===== src/rtl/hazard_unit_mc.sv =====
// Hazard and forwarding unit for the 5-stage RISC-V pipeline.
// It holds a mul/div in E through a multi-cycle FSM and counts stall cycles.
module hazard_unit_mc #(
    parameter int REG_AW     = 5,
    parameter int MC_LATENCY = 4,
    parameter int CNT_W      = 16
) (
    input  logic              clk,
    input  logic              reset,
    input  logic [REG_AW-1:0] Rs1D,
    input  logic [REG_AW-1:0] Rs2D,
    input  logic [REG_AW-1:0] Rs1E,
    input  logic [REG_AW-1:0] Rs2E,
    input  logic [REG_AW-1:0] RdE,
    input  logic [REG_AW-1:0] RdM,
    input  logic [REG_AW-1:0] RdW,
    input  logic              RegWriteM,
    input  logic              RegWriteW,
    input  logic              ResultSrcE0,
    input  logic              PCSrcE,
    input  logic              MultiCycleE,
    output logic [1:0]        ForwardAE,
    output logic [1:0]        ForwardBE,
    output logic              StallF,
    output logic              StallD,
    output logic              StallE,
    output logic              FlushD,
    output logic              FlushE,
    output logic              FlushM,
    output logic              McBusy,
    output logic [CNT_W-1:0]  StallCount
);

    // A one-bit counter is kept when MC_LATENCY=1 so the vector stays legal.
    localparam int CW = (MC_LATENCY > 1) ? $clog2(MC_LATENCY) : 1;
    localparam bit MC_EN = (MC_LATENCY > 1);
    localparam logic [CW-1:0] CNT_LOAD =
        CW'((MC_LATENCY > 1) ? (MC_LATENCY - 2) : 0);
    localparam logic [CNT_W-1:0] CNT_MAX = '1;

    typedef enum logic {
        S_IDLE = 1'b0,
        S_BUSY = 1'b1
    } state_t;

    state_t             r_state;
    logic [CW-1:0]      r_mc_cnt;
    logic [CNT_W-1:0]   r_stall_cnt;

    logic               w_lw_stall;
    logic               w_mc_last;
    logic               w_mc_stall;

    function automatic logic [1:0] fwd_sel(
        input logic [REG_AW-1:0] rs,
        input logic [REG_AW-1:0] rd_m,
        input logic              we_m,
        input logic [REG_AW-1:0] rd_w,
        input logic              we_w
    );
        logic [1:0] sel;
        sel = 2'b00;
        if (rs != '0 && we_m && rs == rd_m)
            sel = 2'b10;
        else if (rs != '0 && we_w && rs == rd_w)
            sel = 2'b01;
        return sel;
    endfunction

    // Operand bypass select; the younger M result beats the W result.
    always_comb begin
        ForwardAE = fwd_sel(Rs1E, RdM, RegWriteM, RdW, RegWriteW);
        ForwardBE = fwd_sel(Rs2E, RdM, RegWriteM, RdW, RegWriteW);
    end

    // Load-use and multi-cycle stall decode, plus flush generation.
    always_comb begin
        w_lw_stall = ResultSrcE0 && (RdE != '0) &&
                     ((RdE == Rs1D) || (RdE == Rs2D));
        w_mc_last  = (r_state == S_BUSY) && (r_mc_cnt == '0);
        w_mc_stall = MultiCycleE && MC_EN && !w_mc_last;
        StallF     = w_lw_stall || w_mc_stall;
        StallD     = w_lw_stall || w_mc_stall;
        StallE     = w_mc_stall;
        FlushM     = w_mc_stall;
        FlushE     = (w_lw_stall && !w_mc_stall) || PCSrcE;
        FlushD     = PCSrcE;
        McBusy     = (r_state == S_BUSY);
        StallCount = r_stall_cnt;
    end

    // Multi-cycle FSM: counts down the remaining held cycles of the op in E.
    always_ff @(posedge clk) begin
        if (reset) begin
            r_state  <= S_IDLE;
            r_mc_cnt <= '0;
        end else begin
            case (r_state)
                S_IDLE: begin
                    if (MultiCycleE && MC_EN && !PCSrcE) begin
                        r_state  <= S_BUSY;
                        r_mc_cnt <= CNT_LOAD;
                    end
                end
                S_BUSY: begin
                    if (r_mc_cnt != '0)
                        r_mc_cnt <= r_mc_cnt - CW'(1);
                    else
                        r_state <= S_IDLE;
                end
                default: begin
                    r_state  <= S_IDLE;
                    r_mc_cnt <= '0;
                end
            endcase
        end
    end

    // Saturating count of cycles in which fetch was held.
    always_ff @(posedge clk) begin
        if (reset)
            r_stall_cnt <= '0;
        else if (StallF && r_stall_cnt != CNT_MAX)
            r_stall_cnt <= r_stall_cnt + CNT_W'(1);
    end

endmodule


===== config.mk =====
export PLATFORM = sky130hd
export DESIGN_NAME = hazard_unit_mc
export DESIGN_NICKNAME = d
export VERILOG_FILES = /design/src/rtl/hazard_unit_mc.sv
export SDC_FILE = /design/constraint.sdc
export NUM_CORES = 1
export LEC_CHECK = 0
export CAP_MARGIN = 30
export CORE_MARGIN = 4
export CORE_UTILIZATION = 45
export CTS_BUF_LIST = sky130_fd_sc_hd__clkbuf_4 sky130_fd_sc_hd__clkbuf_8
export DETAILED_ROUTE_END_ITERATION = 8
export GPL_TIMING_DRIVEN = 0
export HOLD_SLACK_MARGIN = 0.02
export PLACE_DENSITY = 0.88
export SYNTH_ARGS = -nofsm -noshare
export SYNTH_HDL_FRONTEND = slang
export SYNTH_SLANG_ARGS = --single-unit

===== constraint.sdc =====
create_clock -name clk -period 2.6 [get_ports clk]
set_input_delay 0.39 -clock clk [delete_from_list [all_inputs] [get_ports clk]]
set_output_delay 0.39 -clock clk [all_outputs]
set_load 0.01 [all_outputs]

Yosys cells after proc, flatten, opt, wreduce, memory -nomap -nowiden
Cells that the tools add are included.
{"block": "classes", "bitwise": 1, "n_reduce_logical": 27, "eq_ne": 9, "n_mux": 10, "n_addsub": 2}
{"operator": "$eq 5x5->1", "n": 6}
{"operator": "$add 16x1->16 const B", "n": 1}
{"operator": "$ne 16x16->1 const B", "n": 1}
{"operator": "$logic_and 1x1->1", "n": 15}
{"operator": "$reduce_bool 5->1", "n": 3}
{"operator": "$mux 2", "n": 4}
{"operator": "$mux 1", "n": 4}
{"operator": "$pmux 2 s2", "n": 1}
{"operator": "$logic_not 1->1", "n": 3}
{"operator": "$logic_or 1x1->1", "n": 3}
{"operator": "$logic_not 2->1", "n": 1}
{"operator": "$ne 2x1->1 const B", "n": 1}
{"operator": "$ne 2x2->1 const B", "n": 1}
{"operator": "$pmux 1 s2", "n": 1}
{"operator": "$reduce_and 2->1", "n": 1}
{"operator": "$reduce_bool 2->1", "n": 1}
{"operator": "$sub 2x1->2 const B", "n": 1}
{"operator": "$not 1->1", "n": 1}
{"block": "word_totals", "input_bits": 42, "output_inout_bits": 27, "reg_bits": 19, "word_cells": 52}

Logic depth before layout (Yosys ltp)
{"block": "logic_depth", "ltp_word": 7, "depth_mapped": 9, "ltp_nobuf": 8}

Least setup slack after synthesis
OpenSTA, ideal clock, no wires.
{"block": "synth_path", "path_kind": "in2out", "startpoint": "input port RdE[1]", "endpoint": "output port StallF", "t_arrival_ns": 1.646, "required_time_ns": 2.210, "path_slack_ns": 0.564, "cell_stages": 6, "cell_sequence": "or4_1 > o21ai_2 > o21a_4 > clkbuf_8 > inv_1 > buf_4"}
{"block": "synth_between", "elab_chain_len": 4, "word_cells_on_any_way": 7, "classes_between": "eq/ne: 2; reduce/logical: 5"}
{"item": "start: declaration", "line": "14", "source": "input logic [REG_AW-1:0] RdE,"}
{"item": "$eq 5x5->1 / $reduce_bool 5->1 (equally long branches)", "line": "79, 78"}
{"item": "$logic_or 1x1->1 / $logic_and 1x1->1 (equally long branches)", "line": "79, 78"}
{"item": "$logic_and 1x1->1 *", "line": "78", "source": "w_lw_stall = ResultSrcE0 && (RdE != '0) &&"}
{"item": "$logic_or 1x1->1 *"}
{"item": "end: declaration", "line": "24", "source": "output logic StallF,"}
Every way passes the cells marked *; elsewhere a longest branch is shown, timed or not.

Worst setup path in the final report
{"block": "layout_path", "startpoint": "input port Rs2E[1]", "endpoint": "output port ForwardBE[1]"}
{"block": "layout_between", "elab_chain_len": 4, "word_cells_on_any_way": 5, "classes_between": "eq/ne: 1; mux: 1; reduce/logical: 3"}
{"item": "start: declaration", "line": "13", "source": "input logic [REG_AW-1:0] Rs2E,"}
{"item": "$reduce_bool 5->1", "line": "63", "source": "if (rs != '0 && we_m && rs == rd_m)"}
{"item": "$logic_and 1x1->1", "line": "63"}
{"item": "$logic_and 1x1->1 *", "line": "63"}
{"item": "$mux 2 *", "line": "63"}
{"item": "end: declaration", "line": "23", "source": "output logic [1:0] ForwardBE,"}
Marked as above.

==> flow_metrics.env <==
export IMPL_grt_first_pass_wirelength_um=6310
export IMPL_die_area_sq_um=4090
export IMPL_synth_seq_area_share_pct=27.0
export IMPL_place_area_sq_um=2140
export IMPL_fin_crit_sh_pct=96.2
export IMPL_synth_seq_cells=19
export IMPL_dp_cells=281
export IMPL_ir_drop_mv=0.135
export IMPL_avgSynthCellArea_sq_um=8.29
export IMPL_skew_ns=0.000741
export IMPL_cp_end_kind="output port"
export IMPL_vias=1558
export IMPL_synthFlopType="dfxtp_1"
export IMPL_grt_overflow=0
export IMPL_wirelength_um=3770
export IMPL_synthToLayoutAreaGrowth_pct=54.7
export IMPL_hpwlAfterDp_um=3040
export IMPL_root_buffer="clkbuf_4"
export IMPL_core_sq_um=3030
export IMPL_min_period_ns=2.50
export IMPL_drtIter0Drc=83
export IMPL_tightest_slew_ns=0.471
export IMPL_setup_viol=0
export IMPL_fillers=237
export IMPL_path_clk_slew_ns=0.11
export IMPL_drive_gt1_share_pct=11.5
export IMPL_fp_dieW_um=64.0
export IMPL_gr_usage_all_layers_pct=18.7
export IMPL_firstDrtPassIters=4
export IMPL_rows=20
export IMPL_max_freq_ghz=0.400
export IMPL_grt_pass1_vias=1478
export IMPL_critPathLaunchType="input pin"
export IMPL_pwr_density_cell_nw_per_um2=318
export IMPL_ctsHoldBuffers=0
export IMPL_synthDistinctLibCells=39
export IMPL_gp_congestion=0.846
export IMPL_die_h_um=64.0
export IMPL_slew_headroom_pct=68.6
export IMPL_cts_tree="done"
export IMPL_async_reset_ff_share_pct=0
export IMPL_grt_max_degree=12
export IMPL_io_buffers=67
export IMPL_cp_data_required_time_ns=2.21
export IMPL_netlist_top_cell_by_area="dfxtp_1"
export IMPL_arrival_ns=2.11
export IMPL_timing_rr_start="StallCount[0]"
export IMPL_synth_enable_flop_cells=0
export IMPL_synth_area_sq_um=1410
export IMPL_drv_cap=0
export IMPL_r2r_slack_ns=0.61
export IMPL_vias_per_cell=5.43
export IMPL_synthTopCellsByArea="dfxtp_1, xnor2_1, a21oi_1, nand4_1, or4_1"
export IMPL_nets=288
export IMPL_reg2reg_to="StallCount[5]"
export IMPL_diodes=0
export IMPL_leakage_uw=0.000744
export IMPL_initial_utilization_pct=46.6
export IMPL_yosysWarnings=0
export IMPL_critPathKind="input pin to output port"
export IMPL_cts_path_max_buffers=2
export IMPL_wl_per_cell_um=13.1
export IMPL_hold_viol=0
export IMPL_antenna_found_initial=0
export IMPL_yosysMostFrequentCell="xnor2_1"
export IMPL_numCtsBuffers=3
export IMPL_io_pins=69
export IMPL_r2r_cells=7
export IMPL_drc=0
export IMPL_min_from="reset"
export IMPL_hp_class="input pin to flip-flop"
export IMPL_rsz0062_at_grt="false"
export IMPL_synth_top_area_share_pct=27.0
export IMPL_power_total_uw=694
export IMPL_hold_path_end="StallCount[9]"
export IMPL_synth_nets=214
export IMPL_cts_sinks=19
export IMPL_finalSetupTns_ns=0
export IMPL_drv_slew=0
export IMPL_design_area_sq_um=2180
export IMPL_status="completed"
export IMPL_synthCells=170
export IMPL_htree_levels=1
export IMPL_hold_depth=2
export IMPL_antenna_left=0
export IMPL_fin_cells=287
export IMPL_synth_common_cells="xnor2_1, dfxtp_1, a21oi_1"
export IMPL_clkLatencyLatePin_ns=0.30
export IMPL_worstPathMaxFanout=3
layout make-up:
cell class | instances | area, sq um | area share, %
repair buffers | 69 | 668 | 30.6
well taps | 44 | 55.1 | 2.52
clock buffers | 3 | 22.5 | 1.03
inverters | 5 | 18.8 | 0.861
multi-input cells | 138 | 968 | 44.4
plain buffers | 8 | 62.6 | 2.87
clock inverters | 1 | 5.00 | 0.229
flip-flops and latches | 19 | 380 | 17.4
routing by layer:
layer,up-vias,global-route usage [%],share of wire [%]
li1,777,-,-
met1,708,21.5,40
met2,62,31.9,49
met3,11,7.03,10
met4,0,5.93,1.5
met5,-,0,0
worst max-delay path, cell delays in order:
cell	delay, ns
clkdlybuf4s50_1	0.47
or4_1	0.56
nor2_2	0.13
nor4_2	0.07
clkdlybuf4s50_1	0.50
report_power, final:
part | switching [uW] | total [uW] | leakage (uW) | internal (uW)
logic | 98.1 | 234 | 0.000573 | 136
clock network | 96.7 | 154 | 0.0000177 | 57.5
registers | 7.08 | 306 | 0.000154 | 299
total | 202 | 694 | 0.000744 | 492
placed cells by master, fill, tap and decap left out, types with 2 or more instances in the layout:
cell type        synthesis  final
clkbuf_2                 0      2
o31ai_1                  5      5
and3_1                   2      2
inv_1                    5      5
nand4_1                 10     10
or3_2                    3      3
or3_1                    4      4
nand3_1                  8      8
clkbuf_4                 0      3
buf_4                    3      6
o21ai_0                  9      9
ha_1                     2      2
clkbuf_8                 2      2
xor2_1                   6      6
nor2_1                   8      7
dfxtp_1                 19     19
nand2_1                  9      9
or4_1                    7      6
a21oi_1                 14     14
and2_1                   2      2
nor4_1                   4      3
clkbuf_1                 2      2
dlygate4sd2_1            0      6
xnor2_1                 25     25
a211oi_1                 3      3
clkdlybuf4s50_1          0     57
nor2b_1                  2      2
metrics by stage:
| step | utilization (%) | setup slack (ns) | hold WS [ns] |
|---|---|---|---|
| CTS | 71.9 | 0.00110 | 0.293 |
| global placement | 70.5 | -0.479 | 0.451 |
| finish | 72.0 | 0.0989 | 0.303 |
| global route | 72.0 | 0.0193 | 0.285 |
| detailed placement | 70.5 | -0.483 | 0.457 |
| floorplan | - | 0.564 | 0.434 |
registers in the layout, summed over array words and instances, names as in the netlist:
signal      cells
McBusy          1
StallCount     16
r_mc_cnt        2
logic make-up after synthesis:
kind of cell	count (synthesis)	share of synthesized area, %
buf+inv	13	5.77
xor+xnor	32	20.4
mux	1	0.710
fa+ha+maj	2	1.77
simple gates	65	26.9
flops	19	27.0
compound gates	38	17.5
worst max-delay path by stage:
stage                   endpoint  cells past startpoint    start
floorplan                 StallF                      6   RdE[1]
global placement          StallF                      8   RdE[1]
finish              ForwardBE[1]                      5  Rs2E[1]
CTS                 ForwardAE[0]                      6  Rs1E[1]
detailed placement        StallF                      8   RdE[1]
global route        ForwardAE[1]                      5  Rs1E[1]
what timing repair did:
item                                    CTS  global route
endpoints found under the setup margin    5             4
gates resized for setup                  13             7
pin swaps                                 3             2
cloned                                    0             0
buffers inserted                          2             0
(Power assumes the default switching activity.)
